===== config.mk =====
export PLATFORM = sky130hd
export DESIGN_NAME = display_scan_controller
export DESIGN_NICKNAME = d
export VERILOG_FILES = /design/src/rtl/display_scan_controller.sv
export SDC_FILE = /design/constraint.sdc
export NUM_CORES = 1
export LEC_CHECK = 0
export ABC_AREA = 1
export CELL_PAD_IN_SITES_DETAIL_PLACEMENT = 1
export CELL_PAD_IN_SITES_GLOBAL_PLACEMENT = 2
export CORE_MARGIN = 4
export CORE_UTILIZATION = 31
export DETAILED_ROUTE_END_ITERATION = 8
export PLACE_DENSITY = 0.75
export SYNTH_ARGS = -nofsm -noshare
export SYNTH_HDL_FRONTEND = slang
export SYNTH_SLANG_ARGS = --single-unit

===== constraint.sdc =====
create_clock -name clk -period 2.43 [get_ports clk]
set_input_delay 0.3645 -clock clk [delete_from_list [all_inputs] [get_ports clk]]
set_output_delay 0.3645 -clock clk [all_outputs]
set_load 0.02 [all_outputs]

===== src/rtl/display_scan_controller.sv =====
// display_scan_controller: four-digit multiplexed BCD scanner with dead-time blanking,
// optional leading-zero suppression and frame-aligned commit of newly loaded values.
module display_scan_controller #(
    parameter int CLK_DIV      = 50000,
    parameter int BLANK_CYCLES = 500
) (
    input  logic        clk,
    input  logic        reset,
    input  logic        load,
    input  logic [15:0] digits_in,
    input  logic        blank_lz,
    output logic        ready,
    output logic [3:0]  bcd_out,
    output logic [3:0]  an,
    output logic [1:0]  sel
);
    localparam int PW = $clog2(CLK_DIV);
    typedef enum logic {BLANK, SHOW} state_t;
    state_t        state, state_nxt;
    logic [PW-1:0] phase, phase_nxt;
    logic [15:0]   active, shadow, active_nxt;
    logic [1:0]    sel_nxt;
    logic [3:0]    supp, nib;
    logic          pending, wrap, commit, lit;
    // Outputs are registered from next-cycle state so they line up with phase/sel.
    always_comb begin
        wrap       = phase == PW'(CLK_DIV - 1);
        phase_nxt  = wrap ? '0 : phase + PW'(1);
        sel_nxt    = wrap ? sel + 2'd1 : sel;
        commit     = wrap && sel == 2'd3 && pending;
        active_nxt = commit ? shadow : active;
        state_nxt  = wrap ? BLANK : phase_nxt == PW'(BLANK_CYCLES) ? SHOW : state;
        supp[0]    = 1'b0;
        supp[1]    = blank_lz && active_nxt[15:4] == '0;
        supp[2]    = blank_lz && active_nxt[15:8] == '0;
        supp[3]    = blank_lz && active_nxt[15:12] == '0;
        nib        = active_nxt[{sel_nxt, 2'b00} +: 4];
        lit        = state_nxt == SHOW && !supp[sel_nxt];
    end
    always_ff @(posedge clk) begin
        if (reset) begin
            state   <= BLANK;
            phase   <= '0;
            sel     <= '0;
            active  <= '0;
            shadow  <= '0;
            pending <= 1'b0;
            ready   <= 1'b1;
            an      <= 4'b1111;
            bcd_out <= 4'hF;
        end else begin
            state   <= state_nxt;
            phase   <= phase_nxt;
            sel     <= sel_nxt;
            active  <= active_nxt;
            an      <= lit ? ~(4'b0001 << sel_nxt) : 4'b1111;
            bcd_out <= lit ? nib : 4'hF;
            if (load && ready) begin
                shadow  <= digits_in;
                pending <= 1'b1;
                ready   <= 1'b0;
            end else if (commit) begin
                pending <= 1'b0;
                ready   <= 1'b1;
            end
        end
    end
endmodule


; After elaboration in Yosys (flattened, before gate mapping)
; Cells that the tools add are included.
[word_totals]
word_cells = 43
regBits = 61
inputBits = 20
output_inout_bits = 11
[op_classes]
bitwise = 2
n_reduce_logical = 13
n_eq_ne = 3
n_shift = 2
addsub = 2
n_lt_le_gt_ge = 1
mux = 11
[op_table]
columns = cell, n
row1 = $mux 16, 2
row2 = $add 16x1->16 const B, 1
row3 = $eq 16x16->1 const B, 1
row4 = $eq 16x9->1 const B, 1
row5 = $shiftx 16x5->4, 1
row6 = $logic_not 12->1, 1
row7 = $logic_not 8->1, 1
row8 = $logic_and 1x1->1, 7
row9 = $mux 1, 7
row10 = $logic_not 4->1, 1
row11 = $not 4->4, 1
row12 = $shl 1x2->4 const A, 1
row13 = $lt 2x3->1 const B, 1
row14 = $add 2x1->2 const B, 1
row15 = $bmux 1 s2, 1
row16 = $eq 2x2->1 const B, 1
row17 = $mux 2, 1
row18 = $reduce_bool 2->1, 1
row19 = $reduce_or 2->1, 1
row20 = $logic_not 1->1, 1
row21 = $not 1->1, 1

; Depth between registers and ports, before layout
; Gate-level depths: netlist of the first run.
[logic_depth]
ltp_word = 12
mapped_depth = 14
mapped_depth_nobuf = 13

; Worst setup path after synthesis of the first run
; No wires, ideal clock.
[synth_timing]
path_type = register to register
from = register phase[0]
to = register an[0]
setup_ps = 128
required_ps = 2302
path_stages_with_launch = 14
n_path_buf = 1
period_less_slack_ps = 1848
arrival_ps = 1720
setup_slack_ps = 582
cell_sequence = dfxtp_1 > ha_1 > nand2_1 > nor2_4 > nand3_1 > nor2_2 > buf_4 > nand4_1 > nand2_1 > nor2_1 > nand3_1 > nand2_1 > nand3_4 > nand3_1
[synth_via]
elab_chain_len = 12
elab_cells_between_ends = 24
classes_between = 1 x add/sub / 2 x eq/ne / 1 x shift / 7 x mux / 2 x bitwise / 11 x reduce/logical
[synth_rtl]
columns = element, line_no
row1 = start: declaration, 20  ; logic [PW-1:0] phase, phase_nxt;
row2 = start signal: assignment, 53  ; phase <= phase_nxt;
row3 = branches (longest 12 deep; another with $add 16x1->16), n/a
row4 = end signal: assignment, 56  ; an <= lit ? ~(4'b0001 << sel_nxt) : 4'b1111;
row5 = end: declaration, 14  ; output logic [3:0] an,
; Parallel ways; which one is timed is not known. The select of a mux whose other input is x is not followed.
; A chain may end at the register's enable or synchronous reset.

; Final worst setup path of the first run
[layout_timing]
from = register phase[1]
to = register bcd_out[1]
[layout_via]
elab_chain_len = 12
elab_cells_between_ends = 23
classes_between = 1 x add/sub / 2 x eq/ne / 1 x shift / 7 x mux / 1 x bitwise / 11 x reduce/logical
[layout_rtl]
columns = element, line_no
row1 = branches (longest 12 deep; another with $add 16x1->16), n/a
row2 = end signal: assignment, 57  ; bcd_out <= lit ? nib : 4'hF;
row3 = end: declaration, 13  ; output logic [3:0] bcd_out,
; Parallel ways; which one is timed is not known. The select of a mux whose other input is x is not followed.

==> metrics.txt, run 1 <==
Post-synth ARST share=0%; critical path data arrival time=2380 ps; pwr dens=567.8 mW/mm2; GRT Util Overall=14.46%; DRT Pass-1 Iters=4; highest clock rate=473.8 MHz; internal cell power=1.501 mW; Final Hold Fails=0; syn_nets=441; Slowest-stage cell, CP=dfxtp_1; maximum VDD drop=0.2291 mV; WL per Instance=13.45 um; die width=105.0 um; initial antenna violation count=0; Sw Ratio=25.04%; Tightest Hold Check Type=reg2reg; Leak Pwr=1.419 nW; Cells after Synth=419; CP startpoint=phase[1]; pin count of the biggest net entering global routing=31; count of cell types in the netlist=29; synth-to-layout area growth=20.83%; crit path cell chain=ha_1 -> nand2_1 -> nor2_4 -> nand3_1 -> nor2_4 -> nor2_1 -> nor2_2 -> inv_1 -> nor2_4 -> nand2_1 -> o21ai_0 -> nor2_1 -> nand3_1; final worst-path cycle share=86.85%; Vias=2597; Post-synth EDFFs=0; ys flop type=dfxtp_1; CP Class=reg2reg; Finished Core Util=38.35%; HPWL after detailed placement=5976 um; CP Capture Type=flip-flop; RSZ-0062 raised after global routing=false; first-pass GRT wire length=12620 um; CTS root buf=clkbuf_8; Site Rows=35; register area=0.001221 mm2; Cells after DPL=556; Filler cells=1196; DRC=0; GRT overflow=0; switching pwr=501.5 uW; vias in the first global route=2525; cts bufs inserted=9; Clk Latency, worst-skew pair=340 ps; CTS Hold Bufs=0; Port Buffers=30; sequential power share=52.1%; minimum period implied by the final worst setup slack=2111 ps; Hold Crit Start=shadow[2]; Post-Syn Area=0.002919 mm2; die extent in y=105.0 um; status=finished clean; Synthesis Warnings=0; Initial Util=31.74%; crit path max fanout=9; IO Count=31; slew margin rel.=74.25%; via/cell ratio=4.548; Syn Area/Cell=6.967 um2; Comb power frac=6.2%; area of the multi-input gates=0.001448 mm2; H-tree depth=3; Reg-to-Reg Start=phase[1]; Worst-Margin Slew=382.2 ps; CP max stage delay=340 ps; Setup Viol. Count Final=0; Critical Path Start Type=flip-flop; GP Congestion=0.7952; post-CTS setup repair buffer count=0; CTS tree=built; cell mode on critical path=nor2_4; skew final=13.91 ps; Antenna Nets Post-Route=0; DRT Wirelength=7682 um; Seq/Total Area, Yosys=41.83%; die area=0.01103 mm2; critical path required time=2700 ps; Clk pwr share=41.6%; initial DRC count=98; Core Box Area=0.009196 mm2; Clock Tree Buf Depth=2; max-cap violations=0; Reg clk slew, reported paths=80 ps; max-slew violation count=0; share of layout cells above drive strength 1=11.96%; CTS Sinks=61; Fin Setup TNS=0 ps; Post-Layout Cell Count=571; Ant. Diodes=0; post-layout net count=478; post-synthesis register bit count=61
-- per-stage QoR --
step	power [mW]	hold slack [ps]	area, um2	worst slack (ps)
finish	2.003	456.8	3527	319.5
global route	2.093	487.5	3527	93.51
CTS	2.034	462.8	3522	188.4
detailed placement	1.196	451.3	3347	216.4
global placement	1.194	450.1	3347	334.0
floorplan	1.128	424.2	2919	582.5
-- logic make-up (layout without fill, tap and decap cells) --
group                      Yosys count  count (layout)  share of synthesized area, %
buffers and inverters               61             102                         8.744
adders and majority gates            2               2                        0.8571
xor gates and xnor gates             2               2                        0.8575
AOI/OAI and AO/OA                   52              52                         9.601
and+or+nand+nor                    241             241                         38.11
DFF                                 61              61                         41.83
-- power groups by stage --
| stage | sequential (mW) | combinational (mW) | clock [mW] |
|---|---|---|---|
| 6_report | 1.04 | 0.125 | 0.834 |
| 5_1_grt | 1.05 | 0.142 | 0.904 |
| 4_1_cts | 1.04 | 0.128 | 0.861 |
| 3_5_place_dp | 1.07 | 0.128 | 0 |
| 3_3_place_gp | 1.07 | 0.127 | 0 |
| 2_1_floorplan | 1.06 | 0.0640 | 0 |
-- layout by cell type, fill, tap and decap left out --
master,n
nand2_1,101
nor2_1,74
dfxtp_1,61
inv_1,47
clkdlybuf4s50_1,30
o21ai_0,29
nand3_1,25
a21oi_1,17
nand4_1,11
clkbuf_8,11
nor2_4,8
nor2_2,8
buf_4,8
nand2_2,6
clkinv_2,3
o21ai_1,2
nand2_4,2
inv_2,2
o21bai_1,2
nor3_1,2
ha_1,2
nand4_4,1
xor2_2,1
o21ai_2,1
nand3_4,1
nand3b_1,1
xor2_1,1
nand3_2,1
a21oi_4,1
clkinv_4,1
-- worst max-delay path: cells and delay by family (launching register included) --
family          cells  cell delay (ps)
flops               1              340
buf+inv             1              130
compound gates      1               90
fa+ha+maj           1              190
simple gates       10             1300
-- synth_stat cells, types with 2 or more instances --
cell        n  area [um2]
o21ai_1     2       10.01
nand4_1    11       68.82
nor2_4      7       78.83
nand2_2     6       37.54
nor2_2      9       56.30
nor2_1     74       277.8
nand2_4     2       22.52
o21bai_1    2       15.01
inv_2       2       7.510
clkbuf_1    7       26.28
o21ai_0    29       145.1
nand2_1   101       379.1
nand3_1    25       125.1
nor3_1      2       10.01
a21oi_1    17       85.08
ha_1        2       25.02
dfxtp_1    61        1221
inv_1      47       176.4
buf_6       3       33.78
-- flip-flops by register name, summed over array words and instances, names as in the netlist --
register / flops
sel: 2
ready: 1
pending: 1
phase: 16
state: 1
active: 16
an: 4
shadow: 16
bcd_out: 4
-- path summary, 6_finish.rpt --
kind                                    to  slack [ps]  depth (start not counted)
worst max-delay path            bcd_out[1]         320                         13
worst min-delay path             shadow[2]         460                          2
worst max register to register  bcd_out[1]         320                         13
worst min register to register   shadow[2]         460                          2
-- repair_timing --
item                                    4_1_cts  5_1_grt
hold endpoints to repair                      0        0
gates resized for setup                       0        1
endpoints found under the setup margin        0        1
-- layer usage --
layer,wire [um],track usage [%],part of all wire [%]
met1,4314,21.52,56
met2,2984,20.21,39
met3,269,2.903,3.5
met4,113,5.623,1.5
met5,0,0,0
-- final cells by class --
type                            instances  area share [%]
Clock buffer                           11           4.292
Tap cell                              111           3.938
Inverter                               49           5.215
Timing Repair Buffer                   38           10.22
Sequential cell                        61           34.62
Multi-Input combinational cell        297           41.04
Clock inverter                          4          0.6740
(Power assumes the default switching activity.)
==> run 2, diff against run 1 <==
clock period = 2.2 ns   (was 2.43 ns; I/O delays follow)
==> metrics.txt, run 2 (synthesis gave the netlist of run 1 again) <==
via/cell ratio=4.653 (+2.3%); maximum VDD drop=0.3414 mV (+49%); vias in the first global route=2618 (+3.7%); initial antenna violation count=0 (unchanged); synth-to-layout area growth=28.20%; Area after DPL=0.003362 mm2 (+0.45%); switching pwr=552.0 uW (+10%); skew final=11.27 ps (-2.633 ps); IO Count=31 (unchanged); Hold Path Cell Cnt=2 (unchanged); Final Cell Area=0.003742 mm2 (+6.1%); Tightest Hold Check Type=reg2reg; highest clock rate=491.9 MHz (+3.8%); critical path data arrival time=2250 ps (-130 ps); Leak Pwr=1.500 nW (+5.7%); Comb power frac=6.2% (about the same); GRT Util Overall=14.89% (+0.43 points); Ant. Diodes=0 (unchanged); GRT overflow=0 (unchanged); CP Capture Type=flip-flop; CP Class=reg2reg; share of layout cells above drive strength 1=18.47% (+6.5 points); register area=0.001229 mm2 (+0.61%); max-cap violations=0 (unchanged); Sw Ratio=23.72% (-1.3 points); Clk Latency, worst-skew pair=330 ps (about the same); pin count of the biggest net entering global routing=31 (unchanged); die width=105.0 um (unchanged); post-layout net count=489 (+2.3%); GP Congestion=0.8034 (+1.0%); Final Hold Fails=0 (unchanged); Core Box Area=0.009196 mm2 (unchanged); slew margin rel.=73.15% (-1.1 points); most common cell after layout, fill and taps aside=nand2_1; internal cell power=1.776 mW (+18%); cts bufs inserted=9 (unchanged); crit path max fanout=6 (-3); minimum period implied by the final worst setup slack=2033 ps (-77.44 ps); top flop regs=active x16, phase x16, shadow x16; Clock Tree Buf Depth=2 (unchanged); DRT Pass-1 Iters=4 (unchanged); HPWL after detailed placement=5982 um (+0.11%); CTS Sinks=61 (unchanged); die area=0.01103 mm2 (unchanged); area of the multi-input gates=0.001559 mm2 (+7.7%); Vias=2708 (+4.3%); initial DRC count=54 (-45%); Clk pwr share=44.0% (+2.4 points); Setup Viol. Count Final=0 (unchanged); H-tree depth=3 (unchanged); Port Buffers=30 (unchanged); Site Rows=35 (unchanged); status=finished clean; Worst-Margin Slew=401.8 ps (+19.56 ps); most frequent cells in the layout=98 x nand2_1, 72 x nor2_1, 55 x dfxtp_1; pwr dens=622.0 mW/mm2 (+9.5%); DRT Wirelength=8144 um (+6.0%); Finished Core Util=40.69% (+2.3 points); Worst Reg-to-Reg Cells=12 (-1); final worst-path cycle share=92.41% (+5.6 points); Filler cells=1189 (-0.59%); Critical Path Start Type=flip-flop; die extent in y=105.0 um (unchanged); Initial Util=31.74% (unchanged); sequential power share=49.8% (-2.3 points); critical path required time=2420 ps (-280 ps); Antenna Nets Post-Route=0 (unchanged); max-slew violation count=0 (unchanged); CTS tree=built; first-pass GRT wire length=13190 um (+4.5%); CTS Hold Bufs=0 (unchanged); CTS root buf=clkbuf_8; DRC=0 (unchanged); WL per Instance=13.99 um (+4.0%); Reg clk slew, reported paths=70 ps (about the same)
## run 2: layer usage
metal | wire (um) | track usage, %
met2 | 3431 | 21.26
met4 | 82 | 4.780
met1 | 4399 | 22.14
met3 | 231 | 3.088
met5 | 0 | 0
## run 2: final timing paths
check	endpoint	slack (ps)	from
max reg2reg	an[3]	170	phase[12]
min reg2reg	shadow[15]	470	shadow[15]
max	an[3]	170	phase[12]
min	shadow[15]	470	shadow[15]
## run 2: per-stage QoR
stage | total power, mW | TNS (ps) | worst slack (ps) | hold slack [ps] | instances
after global routing | 2.426 | -1.544 | -1.165 | 494.7 | 582
final | 2.328 | 0 | 166.9 | 472.5 | 582
after CTS | 2.361 | 0 | 29.10 | 469.6 | 573
after global placement | 1.318 | 0 | 86.76 | 451.1 | 558
after floorplan | 1.246 | 0 | 352.5 | 424.2 | 419
after detailed placement | 1.321 | 0 | 29.41 | 458.6 | 558
## run 2: repair_timing
item	4_1_cts	5_1_grt
setup buffers	0	6
setup endpoints to repair	0	9
resized for setup	0	27
## run 2: critical path, cell delays in order, from the launching register on
cell	delay (ps)
dfxtp_2	380
inv_1	80
nand2_1	70
nor2_1	60
nand2_1	150
nor2_2	100
buf_4	160
nor2_1	100
nand3_1	160
nor2_4	160
nand3_2	120
a21oi_4	280
nand3_1	110
## run 2: cell type report
type	count	area share [%]
clock buffer	11	4.045
clock inverter	4	1.270
inverter	49	4.915
multi-input combinational	300	41.66
sequential	61	32.83
tap	111	3.711
timing repair buffer	46	11.57
## run 2: power by group through the flow
stage	Clock [mW]	Combinational, mW	Sequential [mW]
finish	1.03	0.144	1.16
global route	1.10	0.164	1.16
floorplan	0	0.0707	1.18
global placement	0	0.141	1.18
detailed placement	0	0.143	1.18
CTS	1.07	0.143	1.15
==> run 3, diff against run 2 <==
CAP_MARGIN = 20   (was not set)
CORE_MARGIN = 2   (was 4)
CTS_CLUSTER_SIZE = 40   (was not set)
==> metrics.txt, run 3 (synthesis gave the netlist of run 1 again) <==
CP Capture Type=flip-flop; CTS Sinks=61 (unchanged); Reg clk slew, reported paths=80 ps (about the same); critical path data arrival time=2260 ps (about the same); die area=0.01021 mm2 (-7.5%); critical path required time=2420 ps (about the same); skew final=11.62 ps (+0.3504 ps); HPWL after detailed placement=5874 um (-1.8%); Initial Util=31.74% (unchanged); Antenna Nets Post-Route=0 (unchanged); Area after DPL=0.003347 mm2 (-0.45%); Site Rows=35 (unchanged); CP Class=reg2reg; initial DRC count=87 (+61%); highest clock rate=489.2 MHz (-0.54%); Vias=2717 (+0.33%); CTS root buf=clkbuf_8; crit path cell chain=ha_2 -> nand2_2 -> nor2_4 -> nand2_1 -> nand2_1 -> nand3_1 -> nor2_2 -> nand2_1 -> nor2_2 -> nand3_4 -> a21oi_4 -> nand3_1; Clock Tree Buf Depth=2 (unchanged); Worst Reg-to-Reg Cells=12 (unchanged); via/cell ratio=4.693 (+0.85%); share of layout cells above drive strength 1=15.81% (-2.7 points); Setup Viol. Count Final=0 (unchanged); WL per Instance=13.88 um (-0.78%); GP Congestion=0.7954 (-1.0%); CP max stage delay=340 ps (-40 ps); Ant. Diodes=0 (unchanged); Core Box Area=0.009196 mm2 (unchanged); top flop regs=active x16, phase x16, shadow x16; CTS Hold Bufs=0 (unchanged); GRT Util Overall=16.30% (+1.4 points); DRT Pass-1 Iters=4 (unchanged); DRC=0 (unchanged); cell mode on critical path=nand2_1; pwr dens=633.8 mW/mm2 (+1.9%); Final Cell Area=0.003667 mm2 (-2.0%); slew margin rel.=70.33% (-2.8 points); GRT overflow=0 (unchanged); status=finished clean; synth-to-layout area growth=25.63%; minimum period implied by the final worst setup slack=2044 ps (+11.02 ps); maximum VDD drop=0.2485 mV (-27%); IO Count=31 (unchanged); Place WS=32.17 ps (+2.753 ps); Min Hold Slack=456.1 ps (-16.39 ps); Worst-Margin Slew=444.0 ps (+42.20 ps); max-cap violations=0 (unchanged); Tightest Hold Check Type=reg2reg; most common cell after layout, fill and taps aside=nand2_1; CTS tree=built; Leak Pwr=1.461 nW (-2.6%); Final Hold Fails=0 (unchanged); Clk Latency, worst-skew pair=350 ps (+20 ps); initial antenna violation count=0 (unchanged); final worst-path cycle share=92.91% (+0.50 points); pin count of the biggest net entering global routing=31 (unchanged); Slowest-stage cell, CP=dfxtp_1; cts bufs inserted=9 (unchanged); die width=101.0 um (-3.8%); post-layout net count=486 (-0.61%); DRT Wirelength=8039 um (-1.3%); Port Buffers=30 (unchanged); max-slew violation count=0 (unchanged); first-pass GRT wire length=12900 um (-2.1%); H-tree depth=3 (unchanged); die extent in y=101.0 um (-3.8%); vias in the first global route=2600 (-0.69%); Hold Path Cell Cnt=2 (unchanged); crit path max fanout=5 (-1); Critical Path Start Type=flip-flop; worst setup margin=155.9 ps (-11.02 ps); most frequent cells in the layout=99 x nand2_1, 72 x nor2_1, 58 x dfxtp_1
-- run 3: layer usage --
| metal | wire, um | vias to the layer above | part of all wire, % | global-route usage [%] |
|---|---|---|---|---|
| met4 | 119 | 0 | 1.5 | 6.237 |
| met5 | 0 | - | 0 | 0 |
| li1 | - | 1423 | - | - |
| met1 | 4337 | 1253 | 54 | 24.05 |
| met2 | 3395 | 32 | 42 | 23.28 |
| met3 | 186 | 9 | 2.3 | 3.121 |
-- run 3: path summary, 6_finish.rpt --
kind / from / to / slack, ps
min: shadow[1] / shadow[1] / 460
max: phase[0] / an[3] / 160
max reg2reg: phase[0] / an[3] / 160
min reg2reg: shadow[1] / shadow[1] / 460
-- run 3: through the flow --
| stage | cells | total power, mW | setup TNS [ps] | utilization (%) |
|---|---|---|---|---|
| finish | 579 | 2.324 | 0 | 39.88 |
| global route | 579 | 2.425 | -68.93 | 39.88 |
| CTS | 571 | 2.350 | 0 | 38.56 |
| detailed placement | 556 | 1.321 | 0 | 36.39 |
| global placement | 556 | 1.318 | 0 | 36.39 |
| floorplan | 419 | 1.246 | 0 | - |
-- run 3: area by class of cell --
type,count,area (um2)
Clock buffer,11,151.4
Clock inverter,4,47.55
Fill cell,1163,5529
Inverter,49,183.9
Multi-Input combinational cell,300,1523
Sequential cell,61,1225
Tap cell,111,138.9
Timing Repair Buffer,43,397.9
-- run 3: critical path, delay by kind of cell (launching register included) --
family                     cells  cell delay (ps)
and+or+nand+nor               10             1150
DFF                            1              340
AOI/OAI and AO/OA              1              220
adders and majority gates      1              210
-- run 3: report_power, final --
part | switching (mW) | leakage (nW) | internal [mW] | total, mW
sequential | 0.0194 | 0.498 | 1.14 | 1.16
combinational | 0.0794 | 0.862 | 0.0623 | 0.142
clock | 0.452 | 0.101 | 0.575 | 1.03
total | 0.551 | 1.46 | 1.77 | 2.32
-- run 3: repair_timing --
action,in CTS,in global routing
setup endpoints to repair,0,8
buffers inserted,0,5
resized for setup,0,16
endpoints found under the hold margin,0,0
